[config.mk]
export PLATFORM = sky130hd
export DESIGN_NAME = ov_fifo_reader
export DESIGN_NICKNAME = d
export VERILOG_FILES = /design/src/rtl/ov_pkg.sv /design/src/rtl/ov_rclk_gen.sv /design/src/rtl/ov_fifo_reader.sv
export SDC_FILE = /design/constraint.sdc
export NUM_CORES = 1
export LEC_CHECK = 0
export ABC_AREA = 1
export BUFFER_PORTS_ARGS = -buffer_cell sky130_fd_sc_hd__buf_4
export CORE_ASPECT_RATIO = 0.5
export CORE_MARGIN = 4
export CORE_UTILIZATION = 55
export DETAILED_ROUTE_END_ITERATION = 6
export GPL_TIMING_DRIVEN = 0
export HOLD_SLACK_MARGIN = 0.12
export PLACE_DENSITY = 0.78
export SYNTH_ARGS = -nofsm -noshare
export SYNTH_HDL_FRONTEND = slang
export SYNTH_HIERARCHICAL = 1
export SYNTH_SLANG_ARGS = --single-unit
export TNS_END_PERCENT = 30
[constraint.sdc]
create_clock -name clk_25MHz -period 2.6 [get_ports clk_25MHz]
set_clock_uncertainty 0.05 [all_clocks]
set_input_delay 0.13 -clock clk_25MHz [delete_from_list [all_inputs] [get_ports clk_25MHz]]
set_output_delay 0.13 -clock clk_25MHz [all_outputs]
set_load 0.005 [all_outputs]
[src/rtl/ov_pkg.sv]
// Shared types for the camera FIFO read path: frame geometry defaults,
// the RGB565 pixel word and the reader state encoding.
package ov_pkg;

  localparam int FRAME_W = 320;
  localparam int FRAME_H = 240;

  typedef struct packed {
    logic [4:0] r;
    logic [5:0] g;
    logic [4:0] b;
  } rgb565_t;

  typedef enum logic [2:0] {
    IDLE,
    RRST,
    READ,
    DONE,
    WAIT_CLR
  } reader_state_t;

endpackage

[src/rtl/ov_rclk_gen.sv]
// AL422 read-clock generator: 2-cycle period, rclk registered and glitch-free.
// Strobes fire combinationally in the ph=1 cycle; stall parks rclk low before a rising edge.
module ov_rclk_gen (
  input  logic clk_25MHz,
  input  logic rst,
  input  logic en,
  input  logic stall,
  output logic fifo_rclk,
  output logic cap_stb,
  output logic period_done
);

  logic ph;

  // The edge ending ph=1 is the falling rclk edge: FIFO data is settled here.
  assign cap_stb     = en & ph;
  assign period_done = en & ph;

  always_ff @(posedge clk_25MHz) begin
    if (rst) begin
      ph        <= 1'b0;
      fifo_rclk <= 1'b0;
    end else if (!en || ph) begin
      ph        <= 1'b0;
      fifo_rclk <= 1'b0;
    end else if (!stall) begin
      ph        <= 1'b1;
      fifo_rclk <= 1'b1;
    end
  end

endmodule

[src/rtl/ov_fifo_reader.sv]
// Reads one WIDTHxHEIGHT RGB565 frame out of the AL422 per new_frame handshake.
// One pixel per 4 clocks; a held pixel (valid & !ready) stops the read clock, nothing is dropped.
module ov_fifo_reader
  import ov_pkg::*;
#(
  parameter int WIDTH     = FRAME_W,
  parameter int HEIGHT    = FRAME_H,
  parameter int RRST_CLKS = 4
) (
  input  logic        clk_25MHz,
  input  logic        rst,
  input  logic        new_frame,
  output logic        frame_read,
  output logic        fifo_rclk,
  output logic        fifo_rrst_n,
  output logic        fifo_oe_n,
  input  logic [7:0]  fifo_data,
  output logic [15:0] pix_data,
  output logic        pix_valid,
  input  logic        pix_ready,
  output logic [8:0]  pix_x,
  output logic [7:0]  pix_y,
  output logic        pix_sof,
  output logic        pix_eol,
  output logic        busy
);

  localparam int              RW        = $clog2(RRST_CLKS) + 1;
  localparam logic [RW-1:0]   RRST_LAST = RW'(RRST_CLKS - 1);
  localparam logic [8:0]      X_LAST    = 9'(WIDTH - 1);
  localparam logic [7:0]      Y_LAST    = 8'(HEIGHT - 1);

  reader_state_t   state;
  rgb565_t         pix_q;
  logic [7:0]      hi_byte;
  logic            lo_sel;
  logic            last_cap;
  logic [8:0]      nx;
  logic [7:0]      ny;
  logic [RW-1:0]   rrst_cnt;
  logic            rclk_en;
  logic            rclk_stall;
  logic            cap_stb;
  logic            period_done;

  // The clock stops once the final byte is in, so the FIFO is never over-read.
  assign rclk_en    = (state == RRST) || ((state == READ) && !last_cap);
  assign rclk_stall = pix_valid && !pix_ready;
  assign pix_data   = pix_q;

  ov_rclk_gen u_rclk_gen (
    .clk_25MHz   (clk_25MHz),
    .rst         (rst),
    .en          (rclk_en),
    .stall       (rclk_stall),
    .fifo_rclk   (fifo_rclk),
    .cap_stb     (cap_stb),
    .period_done (period_done)
  );

  always_ff @(posedge clk_25MHz) begin
    if (rst) begin
      state       <= IDLE;
      frame_read  <= 1'b1;
      fifo_rrst_n <= 1'b1;
      fifo_oe_n   <= 1'b1;
      pix_q       <= '0;
      pix_valid   <= 1'b0;
      pix_x       <= '0;
      pix_y       <= '0;
      pix_sof     <= 1'b0;
      pix_eol     <= 1'b0;
      busy        <= 1'b0;
      hi_byte     <= '0;
      lo_sel      <= 1'b0;
      last_cap    <= 1'b0;
      nx          <= '0;
      ny          <= '0;
      rrst_cnt    <= '0;
    end else begin
      if (pix_valid && pix_ready)
        pix_valid <= 1'b0;

      case (state)
        IDLE: begin
          if (new_frame) begin
            frame_read  <= 1'b0;
            fifo_rrst_n <= 1'b0;
            busy        <= 1'b1;
            rrst_cnt    <= '0;
            lo_sel      <= 1'b0;
            last_cap    <= 1'b0;
            nx          <= '0;
            ny          <= '0;
            state       <= RRST;
          end
        end

        RRST: begin
          if (period_done) begin
            if (rrst_cnt == RRST_LAST) begin
              fifo_rrst_n <= 1'b1;
              fifo_oe_n   <= 1'b0;
              state       <= READ;
            end else begin
              rrst_cnt <= rrst_cnt + RW'(1);
            end
          end
        end

        READ: begin
          if (cap_stb) begin
            lo_sel <= ~lo_sel;
            if (!lo_sel) begin
              hi_byte <= fifo_data;
            end else begin
              pix_q     <= rgb565_t'({hi_byte, fifo_data});
              pix_valid <= 1'b1;
              pix_x     <= nx;
              pix_y     <= ny;
              pix_sof   <= (nx == '0) && (ny == '0);
              pix_eol   <= (nx == X_LAST);
              last_cap  <= (nx == X_LAST) && (ny == Y_LAST);
              if (nx == X_LAST) begin
                nx <= '0;
                ny <= ny + 8'd1;
              end else begin
                nx <= nx + 9'd1;
              end
            end
          end
          if (last_cap && pix_valid && pix_ready)
            state <= DONE;
        end

        DONE: begin
          fifo_oe_n  <= 1'b1;
          frame_read <= 1'b1;
          busy       <= 1'b0;
          state      <= WAIT_CLR;
        end

        WAIT_CLR: begin
          if (!new_frame)
            state <= IDLE;
        end

        default: state <= IDLE;
      endcase
    end
  end

endmodule
==> flow_summary_export.csv <==
group,metric,value,unit
clock_tree,clk_path_buf_depth,2,
grt,grtUsageMet1,29.7,%
worst_setup_path,critPathMaxStageDelay,390,ps
routing,vias,3084,
synth,synthTopCellsByCount,"nand2_1, dfxtp_1, nor2_1",
clock_tree,htreeDepth,3,
sta,fin_setup_tns,0,ps
sta,worst_pin_slew,728,ps
pwr,p_leak,1.79,nW
hold_path,worstHoldPathType,"register to register",
worst_setup_path,reg2reg_depth,14,
synth,synth-seq-cells,74,
synth,async_flop_share,0,%
synth,syn_nets,462,
sta,min_period_over_period,87.5,%
grt,use_met3,7.42,%
floorplan,core,5680,µm²
grt,grt_use_met2,36.3,%
floorplan,start_util,59.0,%
sta,finalHoldViolations,0,
finish,multi_input_area,1570,µm²
hold_path,min_path_cells,2,
worst_setup_path,cp_top_family,"simple AND/OR/NAND/NOR gates",
clock_tree,cts_buffers,9,
routing,drt_iter0_drc,205,
placement,portBuffers,52,
clock_tree,cts_sinks,74,
grt,grt_util_all_layers,22.7,%
routing,drcViolationCount,0,
worst_setup_path,cp_max_fo,8,
placement,dpl.hpwl,5.62,mm
grt,busiest_layer,"met2",
synth,synth_top_area_share,44.2,%
floorplan,die_x,118,µm
synth,syn_inst,444,
routing,ant_nets,0,
worst_setup_path,arrival,2470,ps
grt,grt_max_degree,12,
worst_setup_path,critPathKind,"register to register",
sta,finalSetupViolCount,0,
clock_tree,clock_latency,340,ps
worst_setup_path,regToRegEndpoint,"ny[6]",
synth,synth_edf_count,0,
synth,synthTopCellsByArea,"dfxtp_1, nand2_1, nor2_1",
floorplan,dieArea,7480,µm²
hold_path,min_delay_worst_endpoint,"frame_read",
grt,antenna_found_initial,0,
synth,netlist_area,3350,µm²
routing,avgRoutedWirePerCell,13.9,µm
finish,final.fill_count,455,
worst_setup_path,crit_start,"state[1]",
routing,dr.pass1.iters,5,
sta,rsz0062_at_grt,"no",
clock_tree,clk_pin_slew,60,ps
synth,yosys_warnings,6,
finish,drive_gt1_share,23.5,%
sta,slew_viol_final,0,
worst_setup_path,path_cells,"inv_2 -> nand3_1 -> o21ai_0 -> nand2_1 -> inv_1 -> inv_1 -> nand2_1 -> nand3_4 -> nor2_8 -> nand2_2 -> nand2_2 -> nand2_1 -> nand2_1 -> inv_1",
sta,fmax,439,MHz
worst_setup_path,r2r_setup_slack,320,ps
finish,antenna_cells,0,
synth,synth_top_cell_by_area,"dfxtp_1",
placement,pre_cts_ws,362,ps
clock_tree,cts_tree,"yes",
sta,fin_ws,324,ps
synth,yosysSeqAreaShare,44.2,%
worst_setup_path,crit_buf_inv,4,
pwr,p_per_area,790,nW/µm²
floorplan,fp.dieH,63.2,µm
sta,max-slew-margin-rel,51.4,%
pwr,ir_drop,0.000513,V
worst_setup_path,path_common_cell,"nand2_1",
finish,final-seq-area,1480,µm²
finish,nets,537,
floorplan,fp-row-count,19,
sta,layout_min_cycle_time,2280,ps
worst_setup_path,slowest_stage,"dfxtp_1",
placement,gp_congestion,0.897,
grt,grt-ovfl-total,0,
worst_setup_path,worstSetupStartpointType,"register",
finish,syn2layout_area_growth,26.5,%
routing,via_per_inst,5.17,
grt,grt_pass1_wl,13.7,mm
synth,ys.flop_type,"dfxtp_1",
clock_tree,ctsRootBufferMaster,"clkbuf_16",
status,status,"finished, final reports clean",
worst_setup_path,cp.required,2790,ps
synth,synth_cell_types,30,
worst_setup_path,worstSetupPathDepth,14,
hold_path,hold_start,"frame_read",
worst_setup_path,crit_path_end_kind,"register",
floorplan,ios,53,
grt,grt_pass1_vias,2897,
synth,syn_area_per_cell,7.55,µm²
run,drv_cap,0,
routing,wirelength,8.26,mm
synth,yosysMostFrequentCell,"nand2_1",
worst_setup_path,r2r_start,"state[1]",
[through the flow]
step | cell area [µm²] | total power [W] | util [%] | hold slack [ps] | instances
finish | 4240 | 0.00335 | 74.6 | 408 | 596
global placement | 3830 | 0.00212 | 67.5 | 349 | 569
floorplan | 3350 | 0.00189 | - | 216 | 444
CTS | 4240 | 0.00336 | 74.6 | 404 | 596
global route | 4240 | 0.00351 | 74.6 | 421 | 596
detailed placement | 3830 | 0.00213 | 67.5 | 347 | 569
[where the power goes]
part | total (W) | internal, W | switching [W] | leakage, nW
logic | 0.000860 | 0.000301 | 0.000559 | 1.05
clock network | 0.00122 | 0.000760 | 0.000456 | 0.142
registers | 0.00127 | 0.00121 | 0.0000695 | 0.598
total | 0.00335 | 0.00227 | 0.00108 | 1.79
[cell type report]
cell class / instances / share of cell area (%)
clock inverter: 3 / 0.944
multi-input combinational: 306 / 37.1
inverter: 47 / 4.28
tap: 73 / 2.15
clock buffer: 12 / 5.81
sequential: 74 / 34.9
buffer: 17 / 2.74
timing repair buffer: 64 / 12.0
[flip-flops by register name, indices dropped and copies added (netlist names)]
name,flops
frame_read,1
nx,9
pix_x,9
last_cap,1
fifo_rrst_n,1
pix_valid,1
u_rclk_gen/fifo_rclk,1
ny,8
busy,1
pix_y,8
pix_eol,1
hi_byte,8
state,3
fifo_oe_n,1
rrst_cnt,3
lo_sel,1
pix_data,16
pix_sof,1
[logic make-up after synthesis]
kind of cell / after synthesis / synth area share, %
compound gates: 88 / 16.0
fa+ha+maj: 6 / 2.24
buf+inv: 64 / 8.88
flops: 74 / 44.2
simple gates: 212 / 28.7
[worst max-delay path by stage]
stage,to,slack (ps)
floorplan,nx[5],680
global placement,ny[6],400
detailed placement,ny[6],360
CTS,ny[6],360
global route,ny[6],150
finish,ny[6],320
[routing by layer]
layer / up-vias / share of wire, %
li1: 1582 / -
met1: 1403 / 47
met2: 88 / 45
met3: 11 / 7.2
met4: 0 / 1.1
met5: - / 0
[worst reg2reg max path: stages (launching register included)]
cell and delay, ps:
dfxtp_1 390, inv_2 180, nand3_1 240, o21ai_0 190, nand2_1 80, inv_1 170
inv_1 60, nand2_1 90, nand3_4 110, nor2_8 180, nand2_2 130, nand2_2 160
nand2_1 70, nand2_1 60, inv_1 30
[placed cells by master (no fill, tap or decap)]
| cell | Yosys | routed |
|---|---|---|
| nand3_4 | 2 | 2 |
| o21ai_1 | 12 | 12 |
| clkbuf_16 | 0 | 9 |
| nor3_1 | 3 | 3 |
| clkbuf_1 | 4 | 6 |
| clkbuf_8 | 0 | 1 |
| o211ai_1 | 2 | 2 |
| nand2_4 | 1 | 1 |
| inv_1 | 43 | 43 |
| dlygate4sd3_1 | 0 | 12 |
| a21oi_1 | 29 | 29 |
| nor2_4 | 2 | 2 |
| nand4_1 | 6 | 6 |
| nor2_1 | 47 | 47 |
| or2_2 | 2 | 2 |
| inv_2 | 3 | 3 |
| clkinv_2 | 0 | 2 |
| o21ai_2 | 4 | 4 |
| nor2_8 | 1 | 1 |
| buf_2 | 3 | 3 |
| nand3_1 | 33 | 33 |
| clkinv_4 | 1 | 1 |
| nand2_1 | 103 | 103 |
| ha_1 | 6 | 6 |
| buf_6 | 5 | 5 |
| buf_1 | 2 | 2 |
| a21oi_2 | 19 | 19 |
| nand3_2 | 1 | 1 |
| o21ai_0 | 20 | 20 |
| o21a_1 | 2 | 2 |
| buf_4 | 3 | 55 |
| nor2_2 | 1 | 1 |
| bufinv_16 | 0 | 1 |
| dfxtp_1 | 74 | 74 |
| nand2_2 | 10 | 10 |
[timing repair]
item	4_1_cts	5_1_grt
gates resized for setup	0	0
hold buffers	12	0
hold endpoints to repair	19	0
buffers inserted	0	0
No activity file was read; power rests on OpenSTA's default activity.
